### src/rtl/mem_port_arbiter.sv
// Arbitrates one single-ported memory between the IF fetch port and the MEM data port.
// Optional grant/conflict counters are built when MEM_ARB_STATS_EN is defined.
module mem_port_arbiter #(
   parameter int ADDR_W      = 32,
   parameter int DATA_W      = 32,
   parameter int MAX_STARVE  = 4,
   parameter int TIMEOUT_CYC = 64
) (
   input  logic              clk,
   input  logic              Reset,
   input  logic              if_req,
   input  logic [ADDR_W-1:0] if_addr,
   output logic [DATA_W-1:0] if_rdata,
   output logic              if_ack,
   input  logic              dm_req,
   input  logic              dm_we,
   input  logic [ADDR_W-1:0] dm_addr,
   input  logic [DATA_W-1:0] dm_wdata,
   output logic [DATA_W-1:0] dm_rdata,
   output logic              dm_ack,
   output logic              mem_req,
   output logic              mem_we,
   output logic [ADDR_W-1:0] mem_addr,
   output logic [DATA_W-1:0] mem_wdata,
   input  logic [DATA_W-1:0] mem_rdata,
   input  logic              mem_ready,
   output logic              stall_if,
   output logic              stall_mem,
   output logic              err
`ifdef MEM_ARB_STATS_EN
   ,
   output logic [31:0]       stat_if_grants,
   output logic [31:0]       stat_dm_grants,
   output logic [31:0]       stat_conflicts
`endif
);

   typedef enum logic [1:0] {IDLE, BUSY_I, BUSY_D, DONE} state_t;

   localparam logic [3:0] STARVE_LIM = 4'(MAX_STARVE);
   localparam logic [7:0] TMO_LAST   = 8'(TIMEOUT_CYC - 1);

   state_t            state;
   logic [3:0]        starve_cnt;
   logic [7:0]        tmo_cnt;
   logic              grant_i, grant_d, busy, finish;
   logic [DATA_W-1:0] cap_data;

   // Data port normally wins; the fetch port wins once it has lost MAX_STARVE times in a row.
   always_comb begin
      grant_i  = if_req & (~dm_req | (starve_cnt >= STARVE_LIM));
      grant_d  = dm_req & ~grant_i;
      busy     = (state == BUSY_I) | (state == BUSY_D);
      finish   = busy & (mem_ready | (tmo_cnt == TMO_LAST));
      // Stores and timeouts return zero; a ready in the timeout cycle still returns real data.
      cap_data = (mem_ready && !mem_we) ? mem_rdata : '0;
   end

   assign stall_if  = if_req & ~if_ack;
   assign stall_mem = dm_req & ~dm_ack;

   always_ff @(posedge clk or negedge Reset) begin
      if (!Reset) begin
         state      <= IDLE;
         mem_req    <= 1'b0;
         mem_we     <= 1'b0;
         mem_addr   <= '0;
         mem_wdata  <= '0;
         if_rdata   <= '0;
         dm_rdata   <= '0;
         if_ack     <= 1'b0;
         dm_ack     <= 1'b0;
         err        <= 1'b0;
         starve_cnt <= '0;
         tmo_cnt    <= '0;
      end else begin
         if_ack <= 1'b0;
         dm_ack <= 1'b0;
         case (state)
            IDLE: begin
               if (grant_i) begin
                  mem_req    <= 1'b1;
                  mem_we     <= 1'b0;
                  mem_addr   <= if_addr;
                  mem_wdata  <= '0;
                  starve_cnt <= '0;
                  tmo_cnt    <= '0;
                  state      <= BUSY_I;
               end else if (grant_d) begin
                  mem_req   <= 1'b1;
                  mem_we    <= dm_we;
                  mem_addr  <= dm_addr;
                  mem_wdata <= dm_wdata;
                  tmo_cnt   <= '0;
                  if (if_req && starve_cnt != 4'hF) starve_cnt <= starve_cnt + 4'd1;
                  state     <= BUSY_D;
               end
            end
            BUSY_I, BUSY_D: begin
               if (finish) begin
                  mem_req <= 1'b0;
                  state   <= DONE;
                  if (!mem_ready) err <= 1'b1;
                  if (state == BUSY_I) begin
                     if_rdata <= cap_data;
                     if_ack   <= 1'b1;
                  end else begin
                     dm_rdata <= cap_data;
                     dm_ack   <= 1'b1;
                  end
               end else begin
                  tmo_cnt <= tmo_cnt + 8'd1;
               end
            end
            DONE:    state <= IDLE;
            default: state <= IDLE;
         endcase
      end
   end

`ifdef MEM_ARB_STATS_EN
   always_ff @(posedge clk or negedge Reset) begin
      if (!Reset) begin
         stat_if_grants <= '0;
         stat_dm_grants <= '0;
         stat_conflicts <= '0;
      end else if (state == IDLE) begin
         if (grant_i) stat_if_grants <= stat_if_grants + 32'd1;
         if (grant_d) stat_dm_grants <= stat_dm_grants + 32'd1;
         if (if_req && dm_req) stat_conflicts <= stat_conflicts + 32'd1;
      end
   end
`endif

endmodule

### config.mk
export PLATFORM = sky130hd
export DESIGN_NAME = mem_port_arbiter
export DESIGN_NICKNAME = d
export VERILOG_FILES = /design/src/rtl/mem_port_arbiter.sv
export SDC_FILE = /design/constraint.sdc
export NUM_CORES = 1
export LEC_CHECK = 0
export ABC_AREA = 0
export BUFFER_PORTS_ARGS = -buffer_cell sky130_fd_sc_hd__buf_2
export CELL_PAD_IN_SITES_DETAIL_PLACEMENT = 0
export CELL_PAD_IN_SITES_GLOBAL_PLACEMENT = 1
export CORE_MARGIN = 2
export CORE_UTILIZATION = 39
export CTS_CLUSTER_DIAMETER = 80
export DETAILED_ROUTE_END_ITERATION = 8
export HOLD_SLACK_MARGIN = 0.02
export PLACE_DENSITY_LB_ADDON = 0.2
export SYNTH_ARGS = -nofsm -noshare
export SYNTH_HDL_FRONTEND = slang
export SYNTH_SLANG_ARGS = --single-unit
### constraint.sdc
create_clock -name clk -period 5.1 [get_ports clk]
set_input_delay 0.765 -clock clk [delete_from_list [all_inputs] [get_ports clk]]
set_output_delay 0.765 -clock clk [all_outputs]
set_load 0.02 [all_outputs]
# ---- After elaboration in Yosys (flattened, before gate mapping)
# Index checks and enable logic that the tools add are counted.
dict set report word_totals {
  reg_bits 147
  input_bits 134
  output_inout_bits 135
  elab_cells 81
}
dict set report op_classes {
  n_addsub 2
  order_cmp 1
  n_eq_ne 8
  mux 28
  bitwise 14
  reduce_logical 16
}
# op n
set op_table {}
lappend op_table {{32-bit 2-to-1 mux} 5}
lappend op_table {{8-bit 2-to-1 mux} 3}
lappend op_table {{3-bit AND reduction} 6}
lappend op_table {{8-bit one-hot mux with 2 select lines} 1}
lappend op_table {{4-bit 2-to-1 mux} 3}
lappend op_table {{1-bit 2-to-1 mux} 11}
lappend op_table {{8-bit by 1-bit adder with 8-bit output (second input constant)} 1}
lappend op_table {{8-bit by 6-bit == test with 1-bit output (second input constant)} 1}
lappend op_table {{2-bit 2-to-1 mux} 3}
lappend op_table {{1-bit inverter} 6}
lappend op_table {{2-bit one-hot mux with 3 select lines} 1}
lappend op_table {{2-bit nonzero test} 3}
lappend op_table {{1-bit AND} 5}
lappend op_table {{4-bit by 1-bit adder with 4-bit output (second input constant)} 1}
lappend op_table {{2-bit == test (second input constant)} 2}
lappend op_table {{4-bit by 3-bit greater-or-equal comparator with 1-bit output (second input constant)} 1}
lappend op_table {{2-bit inequality test (second input constant)} 2}
lappend op_table {{4-bit inequality test (second input constant)} 1}
lappend op_table {{2-bit AND reduction} 2}
lappend op_table {{3-bit inequality test (second input constant)} 1}
lappend op_table {{1-bit OR} 3}
lappend op_table {{2-bit by 1-bit == test with 1-bit output (second input constant)} 1}
lappend op_table {{1-bit logical AND} 2}
lappend op_table {{2-bit zero test} 1}
lappend op_table {{3 further kinds} 3}

# ---- Longest topological paths before layout
dict set report logic_depth {
  word_depth 8
  depth_mapped 9
  mapped_depth_nobuf 7
}

# ---- Least setup slack after synthesis
# Ideal clock, no wire load.
dict set report synth_path {
  path_type {input to output}
  start {input port if_req}
  end {output port stall_if}
  t_arrival_ns 1.336
  required_ns 4.335
  path_slack_ns 2.999
  stages 2
  path_buffers 1
  cell_sequence {clkbuf_1 > nor2b_1}
}
dict set report synth_between {
  elab_chain_cells 1
}
# item line_no
set synth_lines {}
lappend synth_lines {{start: declaration} 11} ;# input logic if_req,
lappend synth_lines {{1-bit AND} 59} ;# assign stall_if = if_req & ~if_ack;
lappend synth_lines {{end: declaration} 27} ;# output logic stall_if,
# Every way passes these cells.

# ---- Final worst setup path
dict set report layout_path {
  start {input port dm_req}
  end {register mem_addr[25]}
}
dict set report layout_between {
  elab_chain_cells 7
  word_cells_on_any_way 8
  classes_between {1 x mux; 5 x bitwise; 2 x reduce/logical}
}
# item line_no
set layout_lines {}
lappend layout_lines {{start: declaration} 15} ;# input logic dm_req,
lappend layout_lines {{1-bit inverter} 51} ;# grant_i = if_req & (~dm_req | (starve_cnt >= STARVE_LIM));
lappend layout_lines {{1-bit OR} 51}
lappend layout_lines {{1-bit AND} 51}
lappend layout_lines {{1-bit inverter} 52} ;# grant_d = dm_req & ~grant_i;
lappend layout_lines {{1-bit AND} 52}
lappend layout_lines {{2-bit nonzero test (no line)} n/a}
lappend layout_lines {{2-bit AND reduction (no line)} n/a}
lappend layout_lines {{end signal: assignment} 84} ;# mem_addr <= if_addr;
lappend layout_lines {{end signal: assignment} 92} ;# mem_addr <= dm_addr;
lappend layout_lines {{end: declaration} 23} ;# output logic [ADDR_W-1:0] mem_addr,
# Several ways; a longest one is shown, not always the timed one.
# A chain may end at the register's enable or synchronous reset.

==> metrics.md <==
| Metric | Value |
|---|---|
| Clock Sink Count | `147` |
| Worst VDD drop | `0.328 mV` |
| DRC Markers | `0` |
| Critical path type | `in -> reg` |
| Fin. Hold Viols | `0` |
| Placed Cells | `1017` |
| Warnings from Yosys | `0` |
| Layout cells sized above 1 | `0.458` |
| Most common flop cell mapped by yosys | `dfrtp_1` |
| Final setup fails | `0` |
| Register Area | `3680 µm²` |
| Synth async-reset ratio | `1.00` |
| Vias | `~4900` |
| Avg Cell Area, Syn | `11.6 µm²` |
| 1st-iter DRT viols | `215` |
| Met2 routed WL | `8230 µm` |
| Most frequent cells in the layout | `267 x buf_2, 147 x dfrtp_1, 107 x nand2_1, 70 x o21ai_0, 38 x mux2_2` |
| Post-synthesis register bit count | `147` |
| Hold-fix buffers at CTS | `0` |
| CTS-repair resized insts | `0` |
| CP endpoint kind | `flop` |
| Worst-path maximum fanout | `40` |
| Skew-Pair Late Insertion Delay | `0.42 ns` |
| Post-DP HPWL | `11600 µm` |
| Leak | `4.68 nW` |
| Initial antenna violation count | `1` |
| CTS Buf Count | `17` |
| Die height | `133 µm` |
| Initial Utilization | `0.395` |
| Crit share post-route | `0.521` |
| Post-Route M1 WL | `6680 µm` |
| Largest net degree at the start of global routing | `91` |
| Total power draw | `~0.0056 W` |
| Critical path arrival | `2.93 ns` |
| Outcome | `complete, no violations` |
| Routability congestion estimate | `~0.82` |
| Max_cap viols | `0` |
| CP required | `5.37 ns` |
| Sequential cell area fraction in the yosys report | `0.567` |
| Clk root buf | `clkbuf_16` |
| Cell Area, Synth | `6480 µm²` |
| Die ar. | `~18000 µm²` |
| Achievable Freq | `376 MHz` |
| Final WL | `16300 µm` |
| TritonCTS clock tree | `yes` |
| Final net count | `954` |
| Final hold slack | `0.401 ns` |
| WL/cell | `15.5 µm` |
| Crit path time final | `2.66 ns` |
| Vias in the first global route | `~5200` |
| Wire length on met3 | `986 µm` |
| Core area | `16400 µm²` |
| Pre-Repair DR Iteration Count | `4` |
| RSZ-0062 raised after global routing | `false` |
| Grt ovf | `0` |
| P per Cell Area | `between 600 and 700 nW/µm²` |
| Port Buf Inserts | `268` |
| Setup_tns | `0 ns` |
| Area Growth Syn to Fin | `31.3%` |
| Commonest non-fill, non-tap cell in the layout | `buf_2` |
| Cells after synthesis | `~560` |
| Clock Path Buffers | `2` |
| Post-CTS Setup Bufs | `0` |
| Largest stage delay on the critical path | `a little over 0.6 ns` |
| Boundary pin count | `269` |
| Critical path's slowest cell | `nand2_2` |
| HP Class | `in -> async` |
| First-pass GRT wire length | `roughly 26000 µm` |
| Total track usage | `0.190` |
| Skew final | `0.0112 ns` |
| Die Wd | `approximately 130 µm` |
| DR top layer | `met4` |
| Slew @ Worst Pin | `roughly 0.86 ns` |
| Vias per cell | `4.70` |
| Clock-pin slew on the worst setup and hold paths | `roughly 0.06 ns` |
| Row cnt | `47` |
| Critical Path Start Type | `input pin` |
| ANT nets after route | `0` |
| Syn nets | `696` |
| CTS HTree Levels | `4` |
| Fill count | `1503` |
| Multi-input logic area | `2600 µm²` |
| Max-slew headroom | `0.426` |
| Distinct cells, synth | `43` |
| Max-slew violations | `0` |
| Post-Layout Cell Count | `1049` |
| Critical Path, Cell by Cell | `buf_2 > or3b_2 > nand2_2 > buf_4 > mux2i_1 > o21ai_0` |
| Number of synthesized flops with an enable pin | `0` |
## power by group
part / internal, W / switching (W) / total [W]
registers: 0.00170 / 0.000284 / 0.00198
logic: 0.000969 / 0.00147 / 0.00243
clock network: 0.000649 / 0.000489 / 0.00114
total: 0.00331 / 0.00224 / 0.00555
## area by class of cell
class | instances | area share
antenna | 1 | 0.000294
clock buffer | 21 | 0.0541
clock inverter | 10 | 0.00926
inverter | 5 | 0.00220
multi-input combinational | 370 | 0.305
sequential | 147 | 0.432
tap | 220 | 0.0323
timing repair buffer | 275 | 0.164
## final timing paths
path | from | end | slack [ns] | cells after the start
max | dm_req | mem_addr[25] | 2.44 | 6
min | Reset | mem_wdata[14] | 0.40 | 1
max reg2reg | starve_cnt[2] | mem_addr[25] | 2.57 | 5
min reg2reg | mem_wdata[16] | mem_wdata[16] | 0.47 | 2
max in group asynchronous | Reset | mem_wdata[23] | 3.38 | 2
min in group clk | mem_wdata[16] | mem_wdata[16] | 0.47 | 2
## layer usage
layer  vias up  global-route usage
met5         -                   0
met4         0              0.0705
met3        26              0.0686
met2       148               0.321
met1      2341               0.222
li1       2419                   -
## cell usage after synthesis, types with 3 or more instances
master | count | share of area
a21oi_1 | 5 | 0.0039
a22o_1 | 3 | 0.0041
and2_1 | 33 | 0.032
and3_1 | 3 | 0.0029
buf_2 | 4 | 0.0031
buf_4 | 9 | 0.010
buf_6 | 5 | 0.0087
clkbuf_1 | 18 | 0.010
dfrtp_1 | 147 | 0.57
ha_1 | 4 | 0.0077
inv_1 | 5 | 0.0029
mux2_2 | 38 | 0.066
mux2_4 | 29 | 0.067
mux2i_1 | 32 | 0.049
nand2_1 | 108 | 0.063
nand3_1 | 4 | 0.0031
nor2_1 | 8 | 0.0046
nor2b_1 | 3 | 0.0029
o21ai_0 | 70 | 0.054
## metrics by stage
step	util	setup slack, ns	area (µm²)
5_1_grt	0.519	2.28	8510
3_5_place_dp	0.486	2.00	7970
2_1_floorplan	-	3.00	6480
3_3_place_gp	0.486	2.05	7970
6_report	0.519	2.44	8510
4_1_cts	0.519	2.45	8510
## state kept, by name (all words and copies together), names as in the netlist
signal      count
mem_wdata      32
mem_req         1
err             1
if_rdata       32
mem_we          1
tmo_cnt         8
dm_ack          1
starve_cnt      4
if_ack          1
dm_rdata       32
state           2
mem_addr       32
## critical path: cells and delay by family
kind | cells | cell delay (ns)
AOI/OAI and AO/OA | 1 | 0.09
buffers and inverters | 2 | 0.70
muxes | 1 | 0.23
and+or+nand+nor | 2 | 1.10
## kinds of logic after synthesis
logic type	after synthesis	synth area share
AO/OA/AOI/OAI	95	0.0820
XOR/XNOR	2	0.00270
adder cells (fa/ha/maj)	4	0.00772
buffers and inverters	41	0.0355
flip-flops	147	0.567
multiplexers	99	0.183
AND/OR/NAND/NOR	170	0.122
No activity file was read; power rests on OpenSTA's default activity.
